`config.mk`:
```
export PLATFORM = sky130hd
export DESIGN_NAME = imm_encoder
export DESIGN_NICKNAME = d
export VERILOG_FILES = /design/src/rtl/imm_encoder.sv
export SDC_FILE = /design/constraint.sdc
export NUM_CORES = 1
export LEC_CHECK = 0
export ABC_CLOCK_PERIOD_IN_PS = 3600
export BUFFER_PORTS_ARGS = -buffer_cell sky130_fd_sc_hd__buf_4
export CORE_ASPECT_RATIO = 1.4
export CORE_MARGIN = 3
export CORE_UTILIZATION = 53
export DETAILED_ROUTE_END_ITERATION = 10
export GPL_TIMING_DRIVEN = 1
export PLACE_DENSITY = 0.8
export SETUP_SLACK_MARGIN = 0.3
export SKIP_CTS_REPAIR_TIMING = 1
export SLEW_MARGIN = 0
export SYNTH_ARGS = -nofsm -noshare
export SYNTH_HDL_FRONTEND = slang
export SYNTH_SLANG_ARGS = --single-unit
```
`constraint.sdc`:
```
create_clock -name clk -period 3.6 [get_ports clk]
set_clock_uncertainty 0.2 [all_clocks]
set_input_delay 1.08 -clock clk [delete_from_list [all_inputs] [get_ports clk]]
set_output_delay 1.08 -clock clk [all_outputs]
set_load 0.005 [all_outputs]
```
`src/rtl/imm_encoder.sv`:
```
// RISC-V immediate encoder with a 2-entry output FIFO.
// Takes an instruction template plus an immediate and a format select, places
// the immediate bits into the format's fields, flags immediates that do not fit,
// and queues the result behind a valid/ready handshake. Also counts accepted
// requests and errored requests, both saturating.
module imm_encoder (
    input  logic        clk,
    input  logic        rst_n,
    input  logic        in_valid,
    output logic        in_ready,
    input  logic [31:0] Base,
    input  logic [31:0] Imm,
    input  logic [2:0]  ImmSrc,
    output logic        out_valid,
    input  logic        out_ready,
    output logic [31:0] Inst,
    output logic        out_err,
    output logic [15:0] EncCount,
    output logic [15:0] ErrCount
);

    typedef enum logic [2:0] {
        FMT_I = 3'b000,
        FMT_S = 3'b001,
        FMT_B = 3'b010,
        FMT_J = 3'b011,
        FMT_U = 3'b100
    } imm_fmt_e;

    typedef struct packed {
        logic [31:0] inst;
        logic        err;
    } entry_t;

    entry_t      enc;
    entry_t      mem [2];
    logic        wr_ptr;
    logic        rd_ptr;
    logic [1:0]  count;
    logic        push;
    logic        pop;

    // Merge the immediate into the template and flag out-of-range immediates.
    always_comb begin
        // NOTE: every output of a combinational block gets a default first, so
        // a format that leaves a field untouched cannot infer a latch.
        enc.inst = Base;
        enc.err  = 1'b0;
        case (ImmSrc)
            FMT_I: begin
                enc.inst[31:20] = Imm[11:0];
                enc.err         = (Imm[31:11] != {21{Imm[31]}});
            end
            FMT_S: begin
                enc.inst[31:25] = Imm[11:5];
                enc.inst[11:7]  = Imm[4:0];
                enc.err         = (Imm[31:11] != {21{Imm[31]}});
            end
            FMT_B: begin
                enc.inst[31]    = Imm[12];
                enc.inst[7]     = Imm[11];
                enc.inst[30:25] = Imm[10:5];
                enc.inst[11:8]  = Imm[4:1];
                enc.err         = (Imm[31:12] != {20{Imm[31]}}) || Imm[0];
            end
            FMT_J: begin
                enc.inst[31]    = Imm[20];
                enc.inst[19:12] = Imm[19:12];
                enc.inst[20]    = Imm[11];
                enc.inst[30:21] = Imm[10:1];
                enc.err         = (Imm[31:20] != {12{Imm[31]}}) || Imm[0];
            end
            FMT_U: begin
                enc.inst[31:12] = Imm[31:12];
                enc.err         = (Imm[11:0] != 12'd0);
            end
            default: begin
                // Reserved selects pass the template through untouched.
                enc.err = 1'b1;
            end
        endcase
    end

    // Readiness depends on registered occupancy and reset only, never on out_ready.
    assign in_ready  = rst_n && (count != 2'd2);
    assign out_valid = (count != 2'd0);
    assign push      = in_valid && in_ready;
    assign pop       = out_valid && out_ready;
    assign Inst      = mem[rd_ptr].inst;
    assign out_err   = mem[rd_ptr].err;

    // FIFO storage, pointers and occupancy.
    always_ff @(posedge clk) begin
        if (!rst_n) begin
            // NOTE: the storage is only two entries and the head is visible on
            // Inst, so it is cleared on reset to make Inst read zero afterwards.
            for (int i = 0; i < 2; i++) begin
                mem[i] <= '0;
            end
            wr_ptr <= 1'b0;
            rd_ptr <= 1'b0;
            count  <= 2'd0;
        end else begin
            if (push) begin
                mem[wr_ptr] <= enc;
                wr_ptr      <= ~wr_ptr;
            end
            if (pop) begin
                rd_ptr <= ~rd_ptr;
            end
            case ({push, pop})
                2'b10:   count <= count + 2'd1;
                2'b01:   count <= count - 2'd1;
                default: count <= count;
            endcase
        end
    end

    // Saturating request and error counters, stepped on each input transfer.
    always_ff @(posedge clk) begin
        if (!rst_n) begin
            EncCount <= 16'd0;
            ErrCount <= 16'd0;
        end else if (push) begin
            if (EncCount != 16'hFFFF) begin
                EncCount <= EncCount + 16'd1;
            end
            if (enc.err && (ErrCount != 16'hFFFF)) begin
                ErrCount <= ErrCount + 16'd1;
            end
        end
    end

endmodule

```
==> results.cfg, run 1 <==
[sta]
post-route-period-util_pct = 87.5
worst_pin_slew_ns = 0.766
min_period_ns = 3.15
rsz0062_at_grt = false
hold_violations = 0
relSlewSlack_pct = 48.9
max_freq_mhz = 317
maxSlewViolCount = 0
setup_viol = 0
fin_tns_setup_ns = 0
layout_setup_ws_ns = 0.449

[grt]
grt_max_degree = 34
grt_util_all_layers_pct = 23.6
grt_pass1_vias = 4199
antenna_found_initial = 0
overflow = 0
grt_pass1_wl_um = 19800

[power]
p_leak_nw = 2.78
powerDensity_nw_per_um2 = 469
peakVddDrop_uv = 294
finalPower_mw = 3.06

[critical_path]
cp_max_fo = 18
r2r_start = ErrCount[0]$_SDFFE_PN0P_
rrSetupSlack_ns = 1.09
cp-start-kind = primary input
required_ns = 3.65
arrival_ns = 3.20
reg2regPathDepth = 7
r2r-end = ErrCount[6]$_SDFFE_PN0P_
crit_type = in2reg
end_kind = register

[die]
die_y_um = 123
io_pins = 138
dieArea_sq_um = 10900
start_util_pct = 55.7
placementRows = 41
dieWidth_um = 89.2
core_area_sq_um = 9230

[synth]
synthArstFlopShare_pct = 0
synth.area.top_cells = edfxtp_1 (39%), dfxtp_1 (14%), mux2_2 (7.4%)
netlist_area_sq_um = 5140
yosys.area.top_type = edfxtp_1
synth.top_cells.by_count = nor2_1 (70), edfxtp_1 (66), nand2_1 (40)
syn_nets = 561
syn_area_per_cell_sq_um = 10.6
synth.distinct_cells = 45
synth_top_flop_cell = edfxtp_1
synth.most_common_cell = nor2_1
ys_warn_count = 0
syn_inst = 487
yosysSeqAreaShare_pct = 53.0
synth-edff-count = 66
synthDominantCellAreaShare_pct = 38.6
synth_seq_cells = 103

[detailed_routing]
dr_total_vias = 4302
viasPerCell = 5.91
routedWlPerCell_um = 17.8
first_pass_iters = 5
drt-total-wl_um = 12900
drcViolationCount = 0
drtIter0Drc = 319
detail-route-antenna-nets = 0

[cts]
cts.sinks = 103
cts_root_buf = clkbuf_16
cts_max_level = 3
clkTransAtPathRegs_ns = 0.07
cts_buffers = 9
clock_latency_ns = 0.34
cts_tree = built
max-clock-path-buffers = 2

[final_layout]
multi_input_area_sq_um = 2290
area_delta_synth_final_pct = 27.0
layout.nets = 690
layout-drive-gt1-share_pct = 32.4
fillerInstances = 725
seq_area_sq_um = 2720
n_antenna_cell = 0

[place]
portBuffers = 137
dp_slack_ns = 0.159
gp_congestion = 0.856
dp_hpwl_um = 9250

[outcome]
status = finished, final reports clean

[min_path]
min_to = ErrCount[5]$_SDFFE_PN0P_
min_path_cells = 1
hp-class = reg2reg
hold_path_startpoint = ErrCount[5]$_SDFFE_PN0P_

[job]
maxCapViolations = 0
[layout make-up]
class	count	area share [%]
clock inverter	6	0.671
tap	107	2.05
timing repair buffer	145	16.7
clock buffer	10	3.51
multi-input combinational	352	35.1
sequential	103	41.7
inverter	5	0.288
[worst max-delay path: stages]
cell and delay, ns:
buf_4 0.17, or4_1 0.50, mux2i_1 0.20, o221ai_2 0.19
nor4_4 0.33, o21ai_2 0.28, a31o_1 0.30, a21oi_1 0.15
[through the flow]
step,std cells,area (sq um),hold slack [ns],utilization [%]
floorplan,487,5140,0.260,-
global placement,712,6250,0.254,67.7
detailed placement,712,6250,0.278,67.7
CTS,728,6530,0.297,70.7
global route,728,6530,0.328,70.7
finish,728,6530,0.294,70.7
[state kept, by name, summed over array words and instances (netlist names), named ones only]
signal    cells
EncCount     16
wr_ptr        1
ErrCount     16
rd_ptr        1
mem          66
count         2
[cell usage in the layout, fill, tap and decap left out, types with 13 or more instances in the layout]
master    synthesis  routed
mux2i_1          29      29
edfxtp_1         66      66
and3_1           19      19
buf_4             0     145
nand2_1          40      39
dfxtp_1          37      37
nand3_1          16      16
nand4_1          17      17
nor2_1           70      70
and2_1           13      13
a21oi_1          19      19
o21ai_0          17      17
mux2_2           34      34
[how the worst max path moves through the flow]
stage | startpoint | end | cells after the start
3_3_place_gp | Imm[31] | ErrCount[8]$_SDFFE_PN0P_ | 8
3_5_place_dp | Imm[31] | ErrCount[8]$_SDFFE_PN0P_ | 8
6_report | Imm[31] | ErrCount[8]$_SDFFE_PN0P_ | 8
4_1_cts | Imm[31] | ErrCount[8]$_SDFFE_PN0P_ | 8
5_1_grt | Imm[31] | ErrCount[8]$_SDFFE_PN0P_ | 8
2_1_floorplan | in_valid | mem[1][0]$_SDFFCE_PN0P_ | 5
[where the power goes]
part | internal [mW] | switching [mW] | total (mW)
sequential | 1.36 | 0.0390 | 1.40
combinational | 0.402 | 0.353 | 0.755
clock | 0.473 | 0.430 | 0.903
[kinds of logic (layout without fill, tap and decap cells)]
| family | Yosys count | count (layout) | share of synthesized area [%] |
|---|---|---|---|
| XOR/XNOR | 15 | 15 | 2.56 |
| buffers and inverters | 32 | 166 | 2.51 |
| AO/OA/AOI/OAI | 59 | 59 | 7.35 |
| AND/OR/NAND/NOR | 212 | 212 | 20.8 |
| flip-flops | 103 | 103 | 53.0 |
| adder cells (fa/ha/maj) | 3 | 3 | 0.730 |
| multiplexers | 63 | 63 | 13.1 |
[per-layer routing]
metal | up-vias | GRT usage [%] | wire (um) | share of wire, %
li1 | 2033 | - | - | -
met1 | 2077 | 26.4 | 4900 | 38
met2 | 167 | 43.4 | 6880 | 53
met3 | 25 | 4.23 | 899 | 6.9
met4 | 0 | 8.66 | 269 | 2.1
met5 | - | 0 | 0 | 0
No activity file was read; power rests on OpenSTA's default activity.
==> run 2: changes to the inputs <==
CORE_ASPECT_RATIO = 0.6   (was 1.4)
==> run 2 against run 1 <==
Effect of this change:
- non-clock buffer count unchanged
- fmax up 1.3%
- global-route usage grew 1.3 points
- largest cell class unchanged
- clock power up 6.6%
==> results.cfg, run 2 (synthesized netlist as in run 1, its figures left out) <==
[final_layout]
top_regs = mem (66), EncCount (16), ErrCount (16)
largest_reg_flops = 66
regMostFlops = mem
mostFrequentLayoutCells = buf_4 (145), nor2_1 (70), edfxtp_1 (66), nand2_1 (39), dfxtp_1 (36)
area_delta_synth_final_pct = 27.9
layout.nets = 690
n_antenna_cell = 0
layout-drive-gt1-share_pct = 32.5
final_common_cell = buf_4
final_util_pct = 70.8
fillerInstances = 703

[critical_path]
end_kind = register
cp_max_fo = 18
crit_start = Imm[31]
cp-start-kind = primary input
arrival_ns = 3.18
r2r_start = ErrCount[0]$_SDFFE_PN0P_
critPathSlowestCell = or4_1
crit_path_frequent_cell = mux2i_1
reg2regPathDepth = 7
required_ns = 3.67
slowest_delay_ns = 0.50
rrSetupSlack_ns = 1.07
r2r-end = ErrCount[9]$_SDFFE_PN0P_
cp_cell_sequence = buf_4 > or4_1 > mux2i_1 > o221ai_2 > nor4_4 > o21ai_2 > nand4_1 > mux2i_1
crit_type = in2reg

[grt]
grt_util_all_layers_pct = 24.8
overflow = 0
antenna_found_initial = 0
grt_max_degree = 34
grt_pass1_wl_um = 21400
grt_pass1_vias = 4292

[cts]
max-clock-path-buffers = 2
cts_max_level = 3
cts.sinks = 103
clkTransAtPathRegs_ns = 0.07
cts_root_buf = clkbuf_16
cts_tree = built
cts_buffers = 9
clock_latency_ns = 0.35

[power]
p_leak_nw = 2.79
powerDensity_nw_per_um2 = 476
peakVddDrop_uv = 286

[die]
die_y_um = 82.3
io_pins = 138
core_area_sq_um = 9290
start_util_pct = 55.3
placementRows = 27
dieWidth_um = 133
dieArea_sq_um = 11000

[sta]
worst_pin_slew_ns = 0.791
min_period_ns = 3.11
post-route-period-util_pct = 86.4
hold_violations = 0
rsz0062_at_grt = false
max_freq_mhz = 322
relSlewSlack_pct = 47.3
maxSlewViolCount = 0
fin_tns_setup_ns = 0
setup_viol = 0

[detailed_routing]
routedWlPerCell_um = 17.8
dr_total_vias = 4338
drcViolationCount = 0
viasPerCell = 5.78
first_pass_iters = 5
drtIter0Drc = 381
drt-total-wl_um = 13400
detail-route-antenna-nets = 0

[place]
gp_congestion = 0.885
portBuffers = 137
dp_hpwl_um = 9290

[job]
maxCapViolations = 0

[min_path]
hold_path_startpoint = ErrCount[2]$_SDFFE_PN0P_
min_to = ErrCount[2]$_SDFFE_PN0P_
hp-class = reg2reg
min_path_cells = 1

[outcome]
status = finished, final reports clean
[run 2: worst max path at each step]
stage	to
floorplan	mem[1][0]$_SDFFCE_PN0P_
global placement	ErrCount[8]$_SDFFE_PN0P_
detailed placement	ErrCount[9]$_SDFFE_PN0P_
CTS	ErrCount[9]$_SDFFE_PN0P_
global route	ErrCount[9]$_SDFFE_PN0P_
finish	ErrCount[9]$_SDFFE_PN0P_
[run 2: power by group]
part	switching, mW	total, mW	internal (mW)	leakage [nW]
registers	0.0384	1.40	1.36	0.990
clock network	0.424	0.963	0.539	0.136
logic	0.365	0.767	0.403	1.66
total	0.827	3.13	2.31	2.79
[run 2: cell type report]
class                           instances  area, sq um  share of cell area (%)
Tap cell                              130          163                    2.47
Clock buffer                           11          233                    3.54
Clock inverter                          5         58.8                   0.894
Timing Repair Buffer                  145         1090                    16.6
Sequential cell                       103         2720                    41.4
Inverter                                5         18.8                   0.285
Multi-Input combinational cell        352         2290                    34.8
[run 2: through the flow]
step | setup slack, ns | instances | cell area (sq um) | hold slack (ns) | total power, mW
2_1_floorplan | 0.378 | 487 | 5140 | 0.260 | 1.83
3_3_place_gp | 0.235 | 735 | 6280 | 0.254 | 2.17
3_5_place_dp | 0.150 | 735 | 6280 | 0.282 | 2.19
4_1_cts | 0.517 | 751 | 6580 | 0.295 | 3.15
5_1_grt | 0.337 | 751 | 6580 | 0.329 | 3.27
6_report | 0.490 | 751 | 6580 | 0.294 | 3.13
[run 2: layer usage]
metal,global-route usage (%),share of wire (%)
met4,6.67,1.1
met5,0,0
met1,31.7,42
met2,41.9,47
met3,7.63,9.9
[run 2: critical path: cells and delay by family]
kind / cells / cell delay [ns]
multiplexers: 2 / 0.39
AND/OR/NAND/NOR: 3 / 1.06
buffers and inverters: 1 / 0.17
AO/OA/AOI/OAI: 2 / 0.49
==> run 3: changes to the inputs <==
ABC_CLOCK_PERIOD_IN_PS = 2500   (was 3600)
CORE_UTILIZATION = 48   (was 53)
PLACE_DENSITY = 0.77   (was 0.8)
clock period = 2.5 ns   (was 3.6 ns; I/O delays follow)
==> run 3 against run 2 <==
Effect of this change:
- the run now ends with negative setup slack left
- power increased by 57%
- die area increased by 9.8%
- routed wire length increased by 11%
- combinational power increased by 100%
- critical endpoint is now ErrCount[7]$_SDFFE_PN0P_
- design area increased by 13%
==> results.cfg, run 3 (synthesized netlist as in run 1, its figures left out) <==
[cts]
clock_latency_ns = 0.35
cts_max_level = 3
max-clock-path-buffers = 2
cts_tree = built
clkTransAtPathRegs_ns = 0.07
cts.sinks = 103
cts_root_buf = clkbuf_16
cts_buffers = 9

[grt]
grt_pass1_wl_um = 21800
grt_max_degree = 34
overflow = 0
grt_util_all_layers_pct = 22.8
antenna_found_initial = 0
grt_pass1_vias = 4317

[sta]
hold_ws_ns = 0.301
layout_setup_ws_ns = -0.114
setup_viol = 13
min_period_ns = 2.61
worst_pin_slew_ns = 0.469
post-route-period-util_pct = 105
rsz0062_at_grt = true
max_freq_mhz = 382
maxSlewViolCount = 0
relSlewSlack_pct = 68.7
hold_violations = 0

[final_layout]
layout.nets = 730
layout-drive-gt1-share_pct = 40.1
mostFrequentLayoutCells = buf_4 (135), nor2_1 (66), edfxtp_1 (66), buf_6 (40), nand2_1 (38)
final_common_cell = buf_4
n_antenna_cell = 0
top_regs = mem (66), EncCount (16), ErrCount (16)
fin_cells = 796
area_delta_synth_final_pct = 44.8
final_util_pct = 73.5
regMostFlops = mem
largest_reg_flops = 66

[die]
dieArea_sq_um = 12000
core_area_sq_um = 10100
io_pins = 138
dieWidth_um = 140
start_util_pct = 50.8
placementRows = 28
die_y_um = 86.2

[detailed_routing]
first_pass_iters = 5
drcViolationCount = 0
viasPerCell = 5.74
detail-route-antenna-nets = 0
dr_total_vias = 4566
routedWlPerCell_um = 18.7
drtIter0Drc = 342
drt-total-wl_um = 14900

[place]
placed_cells = 767
gp_congestion = 0.852
portBuffers = 137
dp_hpwl_um = 10100

[critical_path]
cp-start-kind = primary input
rrSetupSlack_ns = -0.04
required_ns = 2.57
crit_type = in2reg
r2r_start = ErrCount[5]$_SDFFE_PN0P_
cp_max_fo = 5
end_kind = register
r2r-end = ErrCount[7]$_SDFFE_PN0P_
arrival_ns = 2.69
reg2regPathDepth = 7

[power]
sw_frac_of_total_pct = 27.1
powerDensity_nw_per_um2 = 661
seq_power_share_pct = 41.8
finalPower_mw = 4.92
intPower_mw = 3.59
clkPwrFrac_pct = 26.8
power_frac_comb_pct = 31.4
p_sw_mw = 1.34
p_leak_nw = 3.19
peakVddDrop_uv = 462

[min_path]
min_to = ErrCount[15]$_SDFFE_PN0P_
hp-class = reg2reg
min_path_cells = 1
hold_path_startpoint = ErrCount[15]$_SDFFE_PN0P_

[job]
maxCapViolations = 0

[outcome]
status = finished, violations left
violations = negative setup slack
run 3: critical path, stage by stage:
cell	delay [ns]
buf_6	0.09
or4_4	0.54
mux2i_4	0.17
o221ai_4	0.16
o311ai_4	0.30
buf_6	0.19
o21ai_4	0.10
nand4_1	0.13
mux2i_1	0.24
run 3: area by class of cell:
class | instances | area, sq um
multi-input combinational | 355 | 2630
timing repair buffer | 182 | 1620
sequential | 103 | 2730
clock buffer | 12 | 246
clock inverter | 4 | 31.3
fill | 700 | 2680
tap | 135 | 169
inverter | 5 | 18.8
run 3: power groups by stage:
stage               combinational (mW)  clock (mW)  sequential, mW
global route                      1.64        1.40            2.07
finish                            1.55        1.32            2.06
detailed placement                1.17           0            2.08
floorplan                        0.619           0            2.03
CTS                               1.18        1.33            2.04
global placement                  1.16           0            2.07
run 3: worst max path at each step:
| stage | from | slack (ns) | cells past startpoint | end |
|---|---|---|---|---|
| after CTS | Imm[31] | -0.16 | 8 | ErrCount[4]$_SDFFE_PN0P_ |
| after detailed placement | Imm[31] | -0.50 | 8 | ErrCount[4]$_SDFFE_PN0P_ |
| after global placement | Imm[31] | -0.48 | 8 | ErrCount[14]$_SDFFE_PN0P_ |
| after global routing | Imm[29] | -0.17 | 9 | ErrCount[7]$_SDFFE_PN0P_ |
| after floorplan | Imm[29] | -0.14 | 8 | ErrCount[11]$_SDFFE_PN0P_ |
| final | Imm[29] | -0.11 | 9 | ErrCount[7]$_SDFFE_PN0P_ |
run 3: metal layers:
layer | GRT usage [%] | vias to the layer above | wire, um
met5 | 0 | - | 0
met4 | 5.54 | 0 | 191
met3 | 5.91 | 27 | 1370
met2 | 37.2 | 232 | 6960
met1 | 31.0 | 2182 | 6400
li1 | - | 2125 | -
run 3: metrics by stage:
stage                     area (sq um)  setup slack (ns)  TNS, ns
after global routing              7440            -0.167    -1.66
after CTS                         6860            -0.159    -1.80
final                             7440            -0.114   -0.505
after global placement            6580            -0.481    -7.30
after detailed placement          6580            -0.503    -8.06
after floorplan                   5230            -0.139    -1.31
